--- config.mk ---
export PLATFORM = sky130hd
export DESIGN_NAME = time_set_editor
export DESIGN_NICKNAME = d
export VERILOG_FILES = /design/src/rtl/time_set_editor.sv
export SDC_FILE = /design/constraint.sdc
export NUM_CORES = 1
export LEC_CHECK = 0
export ABC_CLOCK_PERIOD_IN_PS = 6340
export BUFFER_PORTS_ARGS = -buffer_cell sky130_fd_sc_hd__buf_2
export CAP_MARGIN = 25
export CORE_AREA = 2 2 160 162
export CTS_BUF_LIST = sky130_fd_sc_hd__clkbuf_16
export CTS_CLUSTER_DIAMETER = 200
export CTS_CLUSTER_SIZE = 8
export DETAILED_ROUTE_END_ITERATION = 8
export DIE_AREA = 0 0 162 164
export PLACE_DENSITY = 0.6
export RECOVER_POWER = 50
export SYNTH_ARGS = -nofsm -noshare
export SYNTH_HDL_FRONTEND = slang
export SYNTH_SLANG_ARGS = --single-unit
--- constraint.sdc ---
create_clock -name clk -period 6.34 [get_ports clk]
set_input_delay 0.317 -clock clk [delete_from_list [all_inputs] [get_ports clk]]
set_output_delay 0.317 -clock clk [all_outputs]
set_load 0.01 [all_outputs]
--- src/rtl/time_set_editor.sv ---
// Time-of-day editor: captures the live BCD time, lets the user adjust hour/min/sec with
// debounced buttons, then loads the result into the running counter with a one-cycle strobe.
module time_set_editor #(
  parameter int unsigned DB_CYCLES  = 1_000_000,
  parameter int unsigned BLINK_HALF = 25_000_000
) (
  input  logic        clk,
  input  logic        rst,
  input  logic        enable,
  input  logic [23:0] nowtime,
  input  logic        btn_left,
  input  logic        btn_right,
  input  logic        btn_up,
  input  logic        btn_down,
  input  logic        btn_confirm,
  output logic [23:0] save_nowtime,
  output logic        save_nowtime_yet,
  output logic [1:0]  edit_field,
  output logic        edit_active,
  output logic        blink
);

  localparam int unsigned DbW = $clog2(DB_CYCLES + 1);
  localparam int unsigned BlW = $clog2(BLINK_HALF + 1);

  localparam int unsigned BConfirm = 0;
  localparam int unsigned BUp      = 1;
  localparam int unsigned BDown    = 2;
  localparam int unsigned BLeft    = 3;
  localparam int unsigned BRight   = 4;

  typedef enum logic [1:0] {StIdle, StLoad, StEdit, StCommit} state_e;

  function automatic logic [7:0] bcd_inc(input logic [7:0] v, input logic [7:0] maxv);
    if (v == maxv)          return 8'h00;
    else if (v[3:0] == 4'd9) return {v[7:4] + 4'd1, 4'd0};
    else                     return {v[7:4], v[3:0] + 4'd1};
  endfunction

  function automatic logic [7:0] bcd_dec(input logic [7:0] v, input logic [7:0] maxv);
    if (v == 8'h00)          return maxv;
    else if (v[3:0] == 4'd0) return {v[7:4] - 4'd1, 4'd9};
    else                     return {v[7:4], v[3:0] - 4'd1};
  endfunction

  // A field with a non-decimal ones nibble or out of range is replaced by 00.
  function automatic logic [7:0] sanitize(input logic [7:0] v, input logic [7:0] maxv);
    if (v[3:0] <= 4'd9 && v <= maxv) return v;
    else                             return 8'h00;
  endfunction

  logic [4:0]     raw;
  logic [4:0]     sync1_q, sync2_q, db_q, press_q;
  logic [DbW-1:0] db_cnt_q [5];

  assign raw = {btn_right, btn_left, btn_down, btn_up, btn_confirm};

  always_ff @(posedge clk or posedge rst) begin
    if (rst) begin
      sync1_q <= '0;
      sync2_q <= '0;
      db_q    <= '0;
      press_q <= '0;
      for (int i = 0; i < 5; i++) db_cnt_q[i] <= '0;
    end else begin
      sync1_q <= raw;
      sync2_q <= sync1_q;
      press_q <= '0;
      for (int i = 0; i < 5; i++) begin
        if (sync2_q[i] == db_q[i]) begin
          db_cnt_q[i] <= '0;
        end else if (db_cnt_q[i] == DbW'(DB_CYCLES - 1)) begin
          db_q[i]     <= sync2_q[i];
          db_cnt_q[i] <= '0;
          press_q[i]  <= sync2_q[i];
        end else begin
          db_cnt_q[i] <= db_cnt_q[i] + 1'b1;
        end
      end
    end
  end

  state_e         state_q;
  logic [23:0]    work_q, save_q;
  logic           strobe_q, active_q, blink_q;
  logic [1:0]     field_q;
  logic [BlW-1:0] blink_cnt_q;

  logic [7:0]  sel_val, sel_max, new_val;
  logic [23:0] work_upd;
  logic        field_chg;

  always_comb begin
    sel_val = work_q[7:0];
    sel_max = 8'h59;
    case (field_q)
      2'd2:    begin sel_val = work_q[23:16]; sel_max = 8'h23; end
      2'd1:    sel_val = work_q[15:8];
      default: sel_val = work_q[7:0];
    endcase
    new_val  = press_q[BUp] ? bcd_inc(sel_val, sel_max) : bcd_dec(sel_val, sel_max);
    work_upd = work_q;
    case (field_q)
      2'd2:    work_upd[23:16] = new_val;
      2'd1:    work_upd[15:8]  = new_val;
      default: work_upd[7:0]   = new_val;
    endcase
    field_chg = !press_q[BUp] && !press_q[BDown] && (press_q[BLeft] || press_q[BRight]);
  end

  always_ff @(posedge clk or posedge rst) begin
    if (rst) begin
      state_q     <= StIdle;
      work_q      <= '0;
      save_q      <= '0;
      strobe_q    <= 1'b0;
      field_q     <= 2'd2;
      active_q    <= 1'b0;
      blink_q     <= 1'b0;
      blink_cnt_q <= '0;
    end else begin
      strobe_q <= 1'b0;
      unique case (state_q)
        StIdle: begin
          if (enable) begin
            state_q  <= StLoad;
            active_q <= 1'b1;
          end
        end
        StLoad: begin
          work_q      <= {sanitize(nowtime[23:16], 8'h23), sanitize(nowtime[15:8], 8'h59),
                          sanitize(nowtime[7:0], 8'h59)};
          field_q     <= 2'd2;
          blink_q     <= 1'b0;
          blink_cnt_q <= '0;
          state_q     <= StEdit;
        end
        StEdit: begin
          if (!enable || press_q[BConfirm]) begin
            state_q     <= enable ? StCommit : StIdle;
            active_q    <= 1'b0;
            blink_q     <= 1'b0;
            blink_cnt_q <= '0;
          end else begin
            if (press_q[BUp] || press_q[BDown]) begin
              work_q <= work_upd;
            end else if (press_q[BLeft]) begin
              field_q <= (field_q == 2'd2) ? 2'd0 : field_q + 2'd1;
            end else if (press_q[BRight]) begin
              field_q <= (field_q == 2'd0) ? 2'd2 : field_q - 2'd1;
            end
            // Restart the blink phase so a newly selected field is immediately visible.
            if (field_chg) begin
              blink_q     <= 1'b0;
              blink_cnt_q <= '0;
            end else if (blink_cnt_q == BlW'(BLINK_HALF - 1)) begin
              blink_q     <= ~blink_q;
              blink_cnt_q <= '0;
            end else begin
              blink_cnt_q <= blink_cnt_q + 1'b1;
            end
          end
        end
        StCommit: begin
          save_q   <= work_q;
          strobe_q <= 1'b1;
          state_q  <= StIdle;
        end
        default: state_q <= StIdle;
      endcase
    end
  end

  assign save_nowtime     = save_q;
  assign save_nowtime_yet = strobe_q;
  assign edit_field       = field_q;
  assign edit_active      = active_q;
  assign blink            = blink_q;

endmodule

Word level (Yosys, flattened, before mapping)
Cells that the tools add are included.
{"block": "word_totals", "word_cells": 164, "regBits": 200}
{"block": "op_classes", "n_lt_le_gt_ge": 6, "reduce_logical": 30, "bitwise": 6, "addsub": 12, "n_eq_ne": 28, "n_mux": 59}
{"cell": "two-way mux 20 bit", "n": 10}
{"cell": "adder 20 x 1 -> 20 bit, second input constant", "n": 5}
{"cell": "equality test 20 bit, second input constant", "n": 5}
{"cell": "two-way mux 8 bit", "n": 11}
{"cell": "two-way mux 25 bit", "n": 3}
{"cell": "case mux 25 bit (2 select lines)", "n": 1}
{"cell": "two-way mux 24 bit", "n": 2}
{"cell": "case mux 24 bit (2 select lines)", "n": 1}
{"cell": "adder 25 x 1 -> 25 bit, second input constant", "n": 1}
{"cell": "equality test 25 bit, second input constant", "n": 1}
{"cell": "two-way mux 2 bit", "n": 9}
{"cell": "less-or-equal comparator 8 x 7 -> 1 bit, second input constant", "n": 2}
{"cell": "two-way mux 1 bit", "n": 16}
{"cell": "case mux 8 bit (2 select lines)", "n": 1}
{"cell": "AND reduction 4 bit", "n": 4}
{"cell": "inequality test 2 bit, second input constant", "n": 7}
{"cell": "AND reduction 2 bit", "n": 7}
{"cell": "less-or-equal comparator 4 bit, second input constant", "n": 3}
{"cell": "adder 4 x 1 -> 4 bit, second input constant", "n": 2}
{"cell": "equality test 8 bit", "n": 1}
{"cell": "less-or-equal comparator 8 x 6 -> 1 bit, second input constant", "n": 1}
{"cell": "logical NOT 8 bit", "n": 1}
{"cell": "case mux 2 bit (4 select lines)", "n": 1}
{"cell": "subtractor 4 x 1 -> 4 bit, second input constant", "n": 2}
{"cell": "21 further kinds", "n": 44}

Logic depth before layout (Yosys ltp)
{"block": "depth", "word_depth": 10, "ltp_mapped": 13, "mapped_depth_nobuf": 11}

Least setup slack after synthesis
OpenSTA, ideal clock, no wires.
{"block": "synth_path", "path_kind": "register -> register", "startpoint": "register field_q[1], in the netlist edit_field[1]", "endpoint": "register work_q[22]", "stages_incl_launch_ff": 14, "setup_ns": 0.125, "n_path_buf": 2, "t_arrival_ns": 2.730, "slack_ns": 3.486, "cell_sequence": "dfstp_2 -> inv_1 -> ha_1 -> buf_6 -> clkbuf_8 -> nor2_1 -> a21oi_4 -> inv_1 -> ha_1 -> nand3_1 -> nor2_1 -> mux2i_1 -> o32ai_2 -> mux2_2"}
{"block": "synth_via", "elab_chain_len": 10}
{"item": "start, declared", "line_no": "86", "source": "logic [1:0] field_q;"}
{"item": "start signal, assigned", "line_no": "148", "source": "field_q <= (field_q == 2'd2) ? 2'd0 : field_q + 2'd1;"}
{"item": "start signal, assigned", "line_no": "150", "source": "field_q <= (field_q == 2'd0) ? 2'd2 : field_q - 2'd1;"}
{"item": "equality test 2 x 1 -> 1 bit or equality test 2 bit (tied branches)", "line_no": "96, 103"}
{"item": "case mux 8 bit (2 select lines)", "line_no": "96", "source": "case (field_q)"}
{"item": "subtractor 4 x 1 -> 4 bit, or another cell as far along", "line_no": "42", "source": "else if (v[3:0] == 4'd0) return {v[7:4] - 4'd1, 4'd9};"}
{"item": "two-way mux 8 bit (on tied branches)", "line_no": "42, 36"}
{"item": "two-way mux 8 bit (on tied branches)", "line_no": "41, 35"}
{"item": "two-way mux 8 bit", "line_no": "101", "source": "new_val = press_q[BUp] ? bcd_inc(sel_val, sel_max) : bcd_dec(sel_val, sel_max);"}
{"item": "two-way mux 8 bit", "line_no": "103", "source": "case (field_q)"}
{"item": "two-way mux 24 bit", "line_no": "145", "source": "if (press_q[BUp] || press_q[BDown]) begin"}
{"item": "two-way mux 24 bit", "line_no": "139", "source": "if (!enable || press_q[BConfirm]) begin"}
{"item": "case mux 24 bit (2 select lines)", "line_no": "123", "source": "unique case (state_q)"}
{"item": "end signal, assigned", "line_no": "131", "source": "work_q <= {sanitize(nowtime[23:16], 8'h23), sanitize(nowtime[15:8], 8'h59),"}
{"item": "end signal, assigned", "line_no": "146", "source": "work_q <= work_upd;"}
{"item": "end, declared", "line_no": "84", "source": "logic [23:0] work_q, save_q;"}
Parallel ways exist; a longest one is shown, timed or not. The select of a mux whose other input is x is not followed.
A chain may end at the register's enable or synchronous reset.

Final worst setup path
Same ends and word-level chain as after synthesis.

==> summary.txt <==
Final layout
  • Layout cells sized above 1: between 10% and 20%
  • Nets: 1067
  • Area grow syn2layout: 12.8%
  • Antenna Cells: 0
  • Fin util: approximately 44%

Clocking
  • CTS max path bufs: 2
  • Root Driver: clkbuf_16
  • Clock Pin Slew Worst Setup and Hold Paths: roughly 0.08 ns
  • Total CTS buffers: 17
  • Worst-Skew Late Latency: ~0.43 ns
  • TritonCTS clock tree: built
  • CTS sink count: 200
  • Post-cts resize count: 0
  • Depth of the CTS H-tree: 4

Power
  • Leakage power: roughly 4.8 nW
  • P_sw: ~0.0016 W
  • Clock share of power: 26.6%
  • Total power: 0.00425 W
  • Sequential Power Share: ~38%
  • Pwr/cell area: a little under 400 nW/µm²
  • Cell Int Power: 0.00268 W
  • Logic pwr share: about 36%
  • Sw frac: 37.1%
  • Max VDD drop: ~210 µV

Yosys
  • Top-count cell post-synth: dfrtp_1
  • Post-synth EDFFs: 0
  • Mapped Area: between 9000 and 10000 µm²
  • Syn Nets: 1002
  • Top-area cell type share of the netlist area: about half
  • Synth area leader: dfrtp_1
  • Synth top cells by count: dfrtp_1 (199), nor2_1 (184), nand2_1 (82), xor2_1 (66), nand3_1 (57)
  • Synth warnings: 0
  • #FFs+latches synth: 200
  • Post-Synthesis Cells: 951
  • Most used flip-flop cell after synthesis: dfrtp_1
  • Synth area leaders: dfrtp_1 (51%), nor2_1 (7.1%), xor2_1 (5.9%), xnor2_1 (4.7%), mux2_2 (3.9%)
  • Async S/R FF share, synth: 100%
  • Post-synthesis sequential area ratio: between 50% and 60%
  • Post-Syn Area per Cell: between 10 and 15 µm²
  • Synth cell types: 74

GRT
  • Global route overflow: 0
  • Total track usage: between 15 and 20%
  • Vias in the first global route: between 6000 and 7000
  • First-pass GRT wire length: 34100 µm
  • Largest net degree at the start of global routing: 120
  • Initial antenna violation count: 0

Timing
  • Peak Freq: 0.295 GHz
  • Clock skew: between 0.01 and 0.015 ns
  • Slew HR: -2.21%
  • Setup TNS: 0 ns
  • Final Setup Violations: 0
  • RSZ-0062 raised after global routing: no
  • Fin crit period: roughly 3.4 ns
  • Slew @ Worst Pin: between 1.5 and 2 ns
  • Fin. max-slew vios: 26
  • Endpoints failing hold: 0
  • Fin crit share: a little over half

Detailed routing
  • Residual DRC count: 0
  • Number of vias per cell: roughly 5
  • DRT Wirelength: about 20000 µm
  • Via Count: 6788
  • Drt first pass iters: 5
  • Post-route ant nets: 0
  • Avg WL per Cell: 14.6 µm
  • Drt first-iter violations: ~360

Floorplanning
  • # rows: just under 60
  • Area of the core: between 20000 and 25000 µm²
  • Die width: 162 µm
  • Initial Utilization: roughly 39%
  • Total die area: 26600 µm²
  • I/O pins: slightly above 60
  • Die H: 164 µm

Status
  • Status: finished with violations
  • Failing checks: max-capacitance violations, max-slew violations

Placement
  • GPL Wtd Cong: ~0.81
  • IO buf count: 60
  • DP HPWL: ~14000 µm

Setup path
  • Reg2reg setup slack: 2.95 ns
  • Worst path max stage delay: 0.82 ns
  • WP data required: between 6 and 7 ns
  • Worst path top cell family by delay: adder cells
  • Reg2reg path depth: 10
  • Critical path buffer and inverter count: 2
  • CP Class: reg2reg
  • CP endpoint kind: flip-flop
  • CP max FO: 19
  • Worst Path Arrival: 3.72 ns
  • R2r startpoint: edit_field[1]
  • Crit path cell chain: inv_1 > ha_1 > a21oi_2 > inv_1 > ha_1 > nand3_1 > nor2_1 > mux2i_1 > o32ai_2 > mux2_2
  • Reg2reg end: work_q[22]
  • CP startpoint kind: flip-flop
  • Crit path max-delay cell type: ha_1

Job
  • Max Cap Viol: 1

Hold path
  • Hold Crit Class: in2async
==> power by group through the flow <==
stage               registers (W)  clock network (W)  logic, W
finish                    0.00160            0.00113   0.00152
floorplan                 0.00161                  0   0.00116
global route              0.00162            0.00122   0.00169
CTS                       0.00160            0.00117   0.00155
global placement          0.00162                  0   0.00154
detailed placement        0.00162                  0   0.00154
==> routing by layer <==
| layer | track usage [%] | vias up | share of wire (%) |
|---|---|---|---|
| li1 | - | 3370 | - |
| met1 | 21.7 | 3281 | 48 |
| met2 | 25.9 | 120 | 47 |
| met3 | 3.06 | 17 | 3.5 |
| met4 | 5.27 | 0 | 1.7 |
| met5 | 0 | - | 0 |
==> cells by family after synthesis <==
family | Yosys count | share of synthesized area, %
AO/OA/AOI/OAI | 93 | 7.55
buffers and inverters | 45 | 2.35
multiplexers | 41 | 4.65
adder cells (fa/ha/maj) | 19 | 2.44
XOR/XNOR | 118 | 10.6
AND/OR/NAND/NOR | 435 | 21.1
flip-flops | 200 | 51.3
==> per-stage QoR <==
stage	hold WS, ns	worst slack (ns)	instances	instance area [µm²]
2_1_floorplan	0.331	0.571	951	9750
3_3_place_gp	0.337	3.01	1320	10300
3_5_place_dp	0.335	2.95	1320	10300
4_1_cts	0.0820	2.94	1357	11000
5_1_grt	0.137	2.67	1359	11000
6_report	0.0189	2.95	1359	11000
==> registers in the layout, indices dropped and copies added (netlist names), 2 cells and up <==
name / cells
state_q: 2
save_nowtime: 24
db_cnt_q: 100
sync2_q: 5
db_q: 5
press_q: 5
blink_cnt_q: 25
edit_field: 2
sync1_q: 5
work_q: 24
==> repair_timing <==
item | in CTS | in global routing
setup buffers | 0 | 0
endpoints found under the hold margin | 5 | 0
hold buffers | 5 | 0
==> layout make-up <==
class	count	area, µm²
fill	2437	13800
multi-input combinational	706	4510
clock buffer	17	425
inverter	21	93.8
timing repair buffer	70	360
clock inverter	15	186
sequential	200	5010
tap	330	413
==> worst max-delay path by stage <==
| stage | to | slack, ns | cells past startpoint | start |
|---|---|---|---|---|
| 6_report | work_q[22] | 2.95 | 10 | edit_field[1] |
| 5_1_grt | work_q[21] | 2.67 | 11 | edit_field[1] |
| 4_1_cts | work_q[22] | 2.94 | 10 | edit_field[1] |
| 3_5_place_dp | work_q[22] | 2.95 | 10 | edit_field[1] |
| 3_3_place_gp | work_q[22] | 3.01 | 10 | edit_field[1] |
| 2_1_floorplan | blink | 0.57 | 1 | rst |
==> worst reg2reg max path: cells and delay by family (launching register included) <==
kind	cells	cell delay (ns)
flops	1	0.54
compound gates	2	0.39
fa+ha+maj	2	1.14
mux	2	0.51
buf+inv	2	0.22
simple gates	2	0.48
==> cell usage in the layout (no fill, tap or decap), drive strengths merged, types with 12 or more instances in the layout <==
cell / n
dfrtp: 199
xnor2: 52
clkbuf: 50
xor2: 66
o21ai: 13
ha: 19
nand2: 82
buf: 32
a31oi: 12
inv: 27
nand4: 18
nand3: 57
nor2: 185
mux2: 34
a21oi: 21
and3: 25
nor3: 15
Note: power is estimated with default switching activity, not from simulation.
